File: src/rtl/apb_master.sv
// Single-outstanding APB requester: turns a valid/ready command into one APB
// SETUP/ACCESS transfer, with wait states, PSLVERR and a hung-slave timeout.
module apb_master #(
  parameter int DATA_WIDTH     = 32,
  parameter int ADDR_WIDTH     = 32,
  parameter int NBYTES         = DATA_WIDTH / 8,
  parameter int TIMEOUT_CYCLES = 16
) (
  input  logic                  PCLK,
  input  logic                  PRESETn,
  input  logic                  cmd_valid,
  output logic                  cmd_ready,
  input  logic                  cmd_write,
  input  logic [ADDR_WIDTH-1:0] cmd_addr,
  input  logic [DATA_WIDTH-1:0] cmd_wdata,
  input  logic [NBYTES-1:0]     cmd_strb,
  output logic                  rsp_valid,
  output logic [DATA_WIDTH-1:0] rsp_rdata,
  output logic                  rsp_error,
  output logic                  rsp_timeout,
  output logic                  PSELx,
  output logic                  PENABLE,
  output logic [ADDR_WIDTH-1:0] PADDR,
  output logic                  PWRITE,
  output logic [DATA_WIDTH-1:0] PWDATA,
  output logic [NBYTES-1:0]     PSTRB,
  input  logic [DATA_WIDTH-1:0] PRDATA,
  input  logic                  PREADY,
  input  logic                  PSLVERR
);

  // state    | meaning
  // S_IDLE   | no transfer, cmd_ready high
  // S_SETUP  | APB setup phase (PSELx=1, PENABLE=0), timeout counter cleared
  // S_ACCESS | APB access phase, waiting for PREADY or timeout
  typedef enum logic [1:0] {
    S_IDLE   = 2'd0,
    S_SETUP  = 2'd1,
    S_ACCESS = 2'd2
  } state_t;

  localparam int CW = $clog2(TIMEOUT_CYCLES + 1);
  localparam logic [CW-1:0] TO_LIMIT = CW'(TIMEOUT_CYCLES);

  state_t                state_q, state_d;
  logic [CW-1:0]         cnt_q, cnt_d;
  logic                  psel_q, psel_d;
  logic                  penable_q, penable_d;
  logic [ADDR_WIDTH-1:0] paddr_q, paddr_d;
  logic                  pwrite_q, pwrite_d;
  logic [DATA_WIDTH-1:0] pwdata_q, pwdata_d;
  logic [NBYTES-1:0]     pstrb_q, pstrb_d;
  logic                  rsp_valid_q, rsp_valid_d;
  logic [DATA_WIDTH-1:0] rsp_rdata_q, rsp_rdata_d;
  logic                  rsp_error_q, rsp_error_d;
  logic                  rsp_timeout_q, rsp_timeout_d;

  always_ff @(posedge PCLK or negedge PRESETn) begin
    if (!PRESETn) begin
      state_q       <= S_IDLE;
      cnt_q         <= '0;
      psel_q        <= 1'b0;
      penable_q     <= 1'b0;
      paddr_q       <= '0;
      pwrite_q      <= 1'b0;
      pwdata_q      <= '0;
      pstrb_q       <= '0;
      rsp_valid_q   <= 1'b0;
      rsp_rdata_q   <= '0;
      rsp_error_q   <= 1'b0;
      rsp_timeout_q <= 1'b0;
    end else begin
      state_q       <= state_d;
      cnt_q         <= cnt_d;
      psel_q        <= psel_d;
      penable_q     <= penable_d;
      paddr_q       <= paddr_d;
      pwrite_q      <= pwrite_d;
      pwdata_q      <= pwdata_d;
      pstrb_q       <= pstrb_d;
      rsp_valid_q   <= rsp_valid_d;
      rsp_rdata_q   <= rsp_rdata_d;
      rsp_error_q   <= rsp_error_d;
      rsp_timeout_q <= rsp_timeout_d;
    end
  end

  always_comb begin
    state_d       = state_q;
    cnt_d         = cnt_q;
    psel_d        = psel_q;
    penable_d     = penable_q;
    paddr_d       = paddr_q;
    pwrite_d      = pwrite_q;
    pwdata_d      = pwdata_q;
    pstrb_d       = pstrb_q;
    rsp_valid_d   = 1'b0;
    rsp_rdata_d   = rsp_rdata_q;
    rsp_error_d   = rsp_error_q;
    rsp_timeout_d = rsp_timeout_q;

    case (state_q)
      S_IDLE: begin
        psel_d    = 1'b0;
        penable_d = 1'b0;
        if (cmd_valid) begin
          state_d  = S_SETUP;
          psel_d   = 1'b1;
          paddr_d  = cmd_addr;
          pwrite_d = cmd_write;
          pwdata_d = cmd_wdata;
          pstrb_d  = cmd_write ? cmd_strb : '0;
        end
      end
      S_SETUP: begin
        state_d   = S_ACCESS;
        psel_d    = 1'b1;
        penable_d = 1'b1;
        cnt_d     = '0;
      end
      S_ACCESS: begin
        // PREADY is checked first so a ready slave beats a simultaneous expiry
        if (PREADY) begin
          state_d       = S_IDLE;
          psel_d        = 1'b0;
          penable_d     = 1'b0;
          rsp_valid_d   = 1'b1;
          rsp_error_d   = PSLVERR;
          rsp_timeout_d = 1'b0;
          rsp_rdata_d   = (!pwrite_q && !PSLVERR) ? PRDATA : '0;
        end else if (cnt_q == TO_LIMIT) begin
          state_d       = S_IDLE;
          psel_d        = 1'b0;
          penable_d     = 1'b0;
          rsp_valid_d   = 1'b1;
          rsp_error_d   = 1'b1;
          rsp_timeout_d = 1'b1;
          rsp_rdata_d   = '0;
        end else begin
          cnt_d = cnt_q + CW'(1);
        end
      end
      default: begin
        state_d   = S_IDLE;
        psel_d    = 1'b0;
        penable_d = 1'b0;
      end
    endcase
  end

  // Gated by PRESETn so the port reads 0 while reset is held and 1 as soon as it lifts
  assign cmd_ready   = PRESETn && (state_q == S_IDLE);
  assign PSELx       = psel_q;
  assign PENABLE     = penable_q;
  assign PADDR       = paddr_q;
  assign PWRITE      = pwrite_q;
  assign PWDATA      = pwdata_q;
  assign PSTRB       = pstrb_q;
  assign rsp_valid   = rsp_valid_q;
  assign rsp_rdata   = rsp_rdata_q;
  assign rsp_error   = rsp_error_q;
  assign rsp_timeout = rsp_timeout_q;

endmodule
File: config.mk
export PLATFORM = sky130hd
export DESIGN_NAME = apb_master
export DESIGN_NICKNAME = d
export VERILOG_FILES = /design/src/rtl/apb_master.sv
export SDC_FILE = /design/constraint.sdc
export NUM_CORES = 1
export LEC_CHECK = 0
export BUFFER_PORTS_ARGS = -buffer_cell sky130_fd_sc_hd__buf_4
export CAP_MARGIN = 20
export CORE_MARGIN = 4
export CORE_UTILIZATION = 30
export CTS_CLUSTER_DIAMETER = 60
export CTS_CLUSTER_SIZE = 8
export DETAILED_ROUTE_END_ITERATION = 8
export SYNTH_ARGS = -nofsm -noshare
export SYNTH_HDL_FRONTEND = slang
export SYNTH_SLANG_ARGS = --single-unit
File: constraint.sdc
create_clock -name PCLK -period 4.1 [get_ports PCLK]
set_clock_uncertainty 0.1 [all_clocks]
set_input_delay 1.23 -clock PCLK [delete_from_list [all_inputs] [get_ports PCLK]]
set_output_delay 1.23 -clock PCLK [all_outputs]
set_load 0.02 [all_outputs]
Word-level counts from Yosys, hierarchy flattened
Cells that the tools add are included.
{"block": "totals", "reg_bits": 113, "out_inout_bits": 107}
{"block": "op_classes", "add_sub_neg": 1, "muxes": 22, "eq_ne": 7, "n_reduce_logical": 11}
{"op": "$mux W32", "count": 3}
{"op": "$mux W5", "count": 2}
{"op": "$pmux W5 S2", "count": 1}
{"op": "$mux W1", "count": 9}
{"op": "$mux W2", "count": 3}
{"op": "$ne A2 B2 Y1 const B", "count": 3}
{"op": "$pmux W2 S3", "count": 1}
{"op": "$reduce_and A2 Y1", "count": 3}
{"op": "$add A5 B1 Y5 const B", "count": 1}
{"op": "$eq A5 B5 Y1 const B", "count": 1}
{"op": "$mux W4", "count": 1}
{"op": "$reduce_bool A2 Y1", "count": 2}
{"op": "$ne A3 B3 Y1 const B", "count": 1}
{"op": "$pmux W1 S3", "count": 1}
{"op": "$reduce_and A3 Y1", "count": 1}
{"op": "$eq A2 B1 Y1 const B", "count": 1}
{"op": "$eq A2 B2 Y1 const B", "count": 1}
{"op": "$logic_and A1 B1 Y1", "count": 2}
{"op": "$logic_not A1 Y1", "count": 2}
{"op": "$logic_not A2 Y1", "count": 1}
{"op": "$pmux W1 S2", "count": 1}

Longest topological paths before layout
Gate-level depths: netlist of the first run.
{"block": "depth", "depth_word": 4, "ltp_mapped": 7}

Worst setup path before layout of the first run
OpenSTA, ideal clock, no wires.
{"block": "synth_timing", "path_type": "input-to-output", "from": "in PRESETn", "to": "out cmd_ready", "path_slack_ns": 1.330, "cell_stages": 1, "t_arrival_ns": 1.440, "required_ns": 2.770, "path_cell_list": "and2_1"}
{"block": "synth_via", "elab_chain_cells": 1}
{"element": "start, declared", "line_no": "10", "rtl": "input logic PRESETn,"}
{"element": "$logic_and A1 B1 Y1", "line_no": "152", "rtl": "assign cmd_ready = PRESETn && (state_q == S_IDLE);"}
{"element": "end, declared", "line_no": "12", "rtl": "output logic cmd_ready,"}
No other way between the ends.

Worst setup path after layout of the first run
Same ends and word-level chain as after synthesis.

==> results.toml, run 1 <==
[outcome]
outcome = "finished clean"

[route]
final_antenna_net_count = 0
route.detailed.drc = 0
wl_met2_mm = 5.510
dr.max_layer_used = "met4"
routed_wl_mm = 11.50
viasPerCell = 4.492
wl_per_cell_um = 16.24
drt_pre_antenna_iters = 4
wl_met3_um = 828
via_count = 3180
wl_met1_mm = 5.015
first_iter_violations = 76

[yosys]
yosys_warnings = 0
synth_seq_cells = 113
synth_top_area_share_pct = 61.82
syn_nets = 402
synth_largest_area_cell = "dfrtp_1"
syn_area_um2 = 4574
synthCells = 294
synthDistinctLibCells = 35
ys_seq_area_share_pct = 61.82
synth_area_per_cell_um2 = 15.56
yosys-top-cells-area = "dfrtp_1, mux2_4, a22o_1"

[worst_setup_path]
required_ns = 2.77
path_cells = "buf_4 -> and2_1 -> buf_4"
slowest_delay_ns = 0.15
path_common_cell = "buf_4"
critPathTopFamily = "buffers and inverters"
crit_type = "in -> out"
critPathCaptureType = "output port"
cpMaxStageDelayCell = "buf_4"
crit_buf_inv = 2
rrSetupSlack_ns = 2.02
cp_max_fo = 2
crit_arrival_ns = 1.63
start_kind = "input port"

[floorplan]
die-height_um = 131.5
die_x_um = 131.5
num_rows = 44
start_util_pct = 31.00
io_pins = 213
core_um2 = 14750
die_area_um2 = 17290

[timing]
period_needed_ns = 2.956
final.setup.tns_ns = 0
fmax_ghz = 0.3383
worst_pin_slew_ns = 0.7693
slew-limit-headroom_pct = 48.72
finalSetupViolCount = 0
fin_crit_sh_pct = 72.10
slew_viol_final = 0
rsz0062_at_grt = "false"
finalHoldViolCount = 0

[job]
drv_cap = 0

[finish]
fin_cells = 708
synthToLayoutAreaGrowth_pct = 50.68
fill_cells = 1343
seq_area_um2 = 2828
fin_nets = 619
final_util_pct = 46.72
final_common_cell = "buf_4"
num_antenna_cells = 0
drive_gt1_share_pct = 60.69
final_cell_mix = "buf_4, dfrtp_1, mux2_4"
multi_input_area_um2 = 1587

[cts]
insertion_delay_ns = 0.40
cts-root-buf = "clkbuf_16"
clock-sinks = 113
cts_tree = "built"
clk_pin_slew_worst_paths_ns = 0.05
h-tree-depth = 4
cts_hold_buf = 0
cts_max_path_buffers = 2
post_cts_resized = 0
cts_buffers = 17
post-cts-setup-buffers = 0

[place]
dp_cells = 676
portBuffers = 212
place_hpwl_mm = 8.236
place_congestion = 0.6990

[global_routing]
grt_use_total_pct = 13.68
grt_remaining_overflow = 0
grt_pass1_wl_mm = 19.00
antenna_found_initial = 0
grt_max_degree = 65
grt_pass1_vias = 3501

[power]
peakVddDrop_mv = 0.3819
swShare_pct = 35.01
power.internal_w = 0.003869
power_frac_seq_pct = 33.2
power.leakage_nw = 3.527
power_density_nw_per_um2 = 863.6
combPwrFrac_pct = 43.0
clkPwrFrac_pct = 23.8
p_sw_w = 0.002084

[min_path]
hold_class = "reg -> reg"
-- kinds of logic after synthesis --
group,Yosys count,share of synthesized area [%]
AOI/OAI and AO/OA,50,9.163
adders and majority gates,2,0.5470
buffers and inverters,26,3.665
DFF,113,61.82
muxes,66,20.35
and+or+nand+nor,37,4.459
-- area by class of cell --
class | count | area share (%)
Sequential cell | 113 | 41.02
Timing Repair Buffer | 217 | 23.82
Multi-Input combinational cell | 155 | 23.02
Clock buffer | 18 | 6.371
Tap cell | 184 | 3.340
Clock inverter | 14 | 2.051
Inverter | 7 | 0.3812
-- state kept, by name, summed over array words and instances, names as in the netlist, 2 cells and up --
name,flops
PWDATA,32
PSTRB,4
cnt_q,5
PADDR,32
state_q,2
rsp_rdata,32
-- power by group through the flow --
| stage | sequential [W] | clock [W] | combinational [W] |
|---|---|---|---|
| 3_3_place_gp | 0.00197 | 0 | 0.00257 |
| 2_1_floorplan | 0.00253 | 0 | 0.000948 |
| 4_1_cts | 0.00198 | 0.00146 | 0.00260 |
| 6_report | 0.00198 | 0.00142 | 0.00256 |
| 5_1_grt | 0.00205 | 0.00152 | 0.00271 |
| 3_5_place_dp | 0.00197 | 0 | 0.00261 |
-- per-layer routing --
metal	vias up	track usage (%)
li1	1495	-
met1	1538	17.37
met2	134	21.38
met3	13	5.161
met4	0	5.076
met5	-	0
-- synth_stat cells (all sizes together) --
cell type and number:
o2bb2ai 2, or2b 2, a311o 1, nor3 2
ha 2, o31ai 1, buf 14, nand2 12
nor2 6, inv 7, or4b 1, o21ai 7
o311a 1, and4bb 1, mux2 66, nand2b 6
or4 1, a22o 32, a32o 1, dfrtp 113
or3b 1, clkbuf 5, o311ai 1, nand4b 2
nor2b 1, a22oi 1, and2 1, a41o 1
nand3 1, o41ai 2
-- worst register-to-register path, delay by kind of cell, from the launching register on --
kind	cells	cell delay, ns
flops	1	0.67
simple gates	1	0.36
mux	1	0.47
buf+inv	1	0.37
-- stage by stage --
| step | area [µm²] | worst slack (ns) | total power (W) | hold WS [ns] |
|---|---|---|---|---|
| after floorplan | 4574 | 1.330 | 0.003481 | 0.4350 |
| after global placement | 6312 | 1.142 | 0.004543 | 0.3669 |
| after detailed placement | 6312 | 1.141 | 0.004581 | 0.3844 |
| after CTS | 6893 | 1.140 | 0.006043 | 0.3973 |
| after global routing | 6893 | 1.063 | 0.006275 | 0.4168 |
| final | 6893 | 1.144 | 0.005953 | 0.3981 |
-- worst paths after layout --
path	from	endpoint	depth (start not counted)
setup / recovery	PRESETn	cmd_ready	3
hold / removal	PADDR[0]	PADDR[0]	1
setup reg to reg	state_q[1]	PADDR[1]	3
hold reg to reg	PADDR[0]	PADDR[0]	1
max in group asynchronous	PRESETn	PADDR[5]	3
min in group asynchronous	PRESETn	PADDR[8]	2
Note: power is estimated with default switching activity, not from simulation.
==> inputs of run 2 (changes only) <==
Clock period 4.1 ns to 3.1 ns, I/O delays scaled along.
==> results.toml, run 2 (same netlist as run 1, synthesis figures left out) <==
[outcome]
outcome = "finished clean"

[timing]
finalHoldViolCount = 0
rsz0062_at_grt = "false"
period_needed_ns = 2.620
finalSetupViolCount = 0
fin_crit_sh_pct = 84.53
slew_viol_final = 0
worst_pin_slew_ns = 0.9312
fmax_ghz = 0.3816
final.setup.tns_ns = 0
fin_ws_ns = 0.4797
slew-limit-headroom_pct = 37.92

[cts]
post-cts-setup-buffers = 0
cts_max_path_buffers = 2
clk_pin_slew_worst_paths_ns = 0.05
cts-root-buf = "clkbuf_16"
clock-sinks = 113
cts_buffers = 17
cts_hold_buf = 0
h-tree-depth = 4
insertion_delay_ns = 0.40
cts_tree = "built"
post_cts_resized = 0

[power]
power.leakage_nw = 3.530
power_density_nw_per_um2 = 1132
peakVddDrop_mv = 0.4966

[global_routing]
grt_pass1_wl_mm = 18.55
grt_pass1_vias = 3509
grt_remaining_overflow = 0
antenna_found_initial = 0
grt_use_total_pct = 13.43
grt_max_degree = 75

[route]
wl_per_cell_um = 16.00
first_iter_violations = 97
route.detailed.drc = 0
drt_pre_antenna_iters = 4
via_count = 3140
routed_wl_mm = 11.38
viasPerCell = 4.416
final_antenna_net_count = 0

[place]
place_congestion = 0.6982
portBuffers = 212
dp_cells = 679
place_hpwl_mm = 8.247
pre_cts_slack_ns = 0.5408

[finish]
final_common_cell = "buf_4"
final_cell_mix = "buf_4, dfrtp_1, mux2_4"
num_antenna_cells = 0
drive_gt1_share_pct = 60.72
fin_nets = 622
fin_cells = 711
multi_input_area_um2 = 1587
seq_area_um2 = 2828
fill_cells = 1359
synthToLayoutAreaGrowth_pct = 50.93

[worst_setup_path]
timing.rr.start = "cnt_q[0]"
required_ns = 2.07
critPathCaptureType = "output port"
start_kind = "flip-flop"
worstSetupEndpoint = "cmd_ready"
crit_arrival_ns = 1.59
r2r_end = "rsp_error"
rr_worst_depth = 6
crit_start = "state_q[1]"
rrSetupSlack_ns = 1.03
crit_type = "reg -> out"
cp_max_fo = 19

[floorplan]
die_area_um2 = 17290
num_rows = 44
io_pins = 213
core_um2 = 14750
start_util_pct = 31.00
die_x_um = 131.5
die-height_um = 131.5

[job]
drv_cap = 0

[min_path]
hold_class = "reg -> reg"
## run 2: layer usage
metal  vias up  wire (µm)  track usage [%]
met5         -          0                0
met4         0        143            4.492
met3        15        899            6.078
met2       126       5397            20.69
met1      1503       4935            16.85
li1       1496          -                -
## run 2: power breakdown
part / switching [W] / leakage [nW] / internal (W) / total [W]
Sequential: 0.000447 / 1.40 / 0.00216 / 0.00261
Combinational: 0.00163 / 1.87 / 0.00178 / 0.00341
Clock: 0.000678 / 0.261 / 0.00112 / 0.00180
Total: 0.00276 / 3.53 / 0.00506 / 0.00782
## run 2: per-stage QoR
step	power (W)	util [%]	hold slack [ns]	instance area, µm²
6_report	0.007818	46.79	0.3855	6904
5_1_grt	0.008255	46.79	0.4149	6904
4_1_cts	0.007943	46.79	0.3947	6904
3_5_place_dp	0.006083	43.02	0.3823	6347
3_3_place_gp	0.006047	43.02	0.3690	6347
2_1_floorplan	0.004604	-	0.4350	4574
## run 2: cell type report
type                       count  area share, %
clock inverter                13          1.649
clock buffer                  19          6.415
inverter                       7         0.3806
tap                          184          3.335
timing repair buffer         220          24.28
multi-input combinational    155          22.98
sequential                   113          40.96
## run 2: how the worst min path moves through the flow
stage / slack [ns] / from / cells after the start / end
2_1_floorplan: 0.44 / cnt_q[4] / 2 / cnt_q[4]
3_3_place_gp: 0.37 / PSTRB[2] / 2 / PSTRB[2]
3_5_place_dp: 0.38 / PSTRB[3] / 2 / PSTRB[3]
4_1_cts: 0.39 / PSTRB[3] / 2 / PSTRB[3]
5_1_grt: 0.41 / PSTRB[3] / 2 / PSTRB[3]
6_report: 0.39 / PSTRB[3] / 2 / PSTRB[3]
## run 2: critical path, stage by stage (launching register included)
cell	delay, ns
dfrtp_1	0.67
nor2_1	0.16
and2_1	0.20
buf_4	0.15
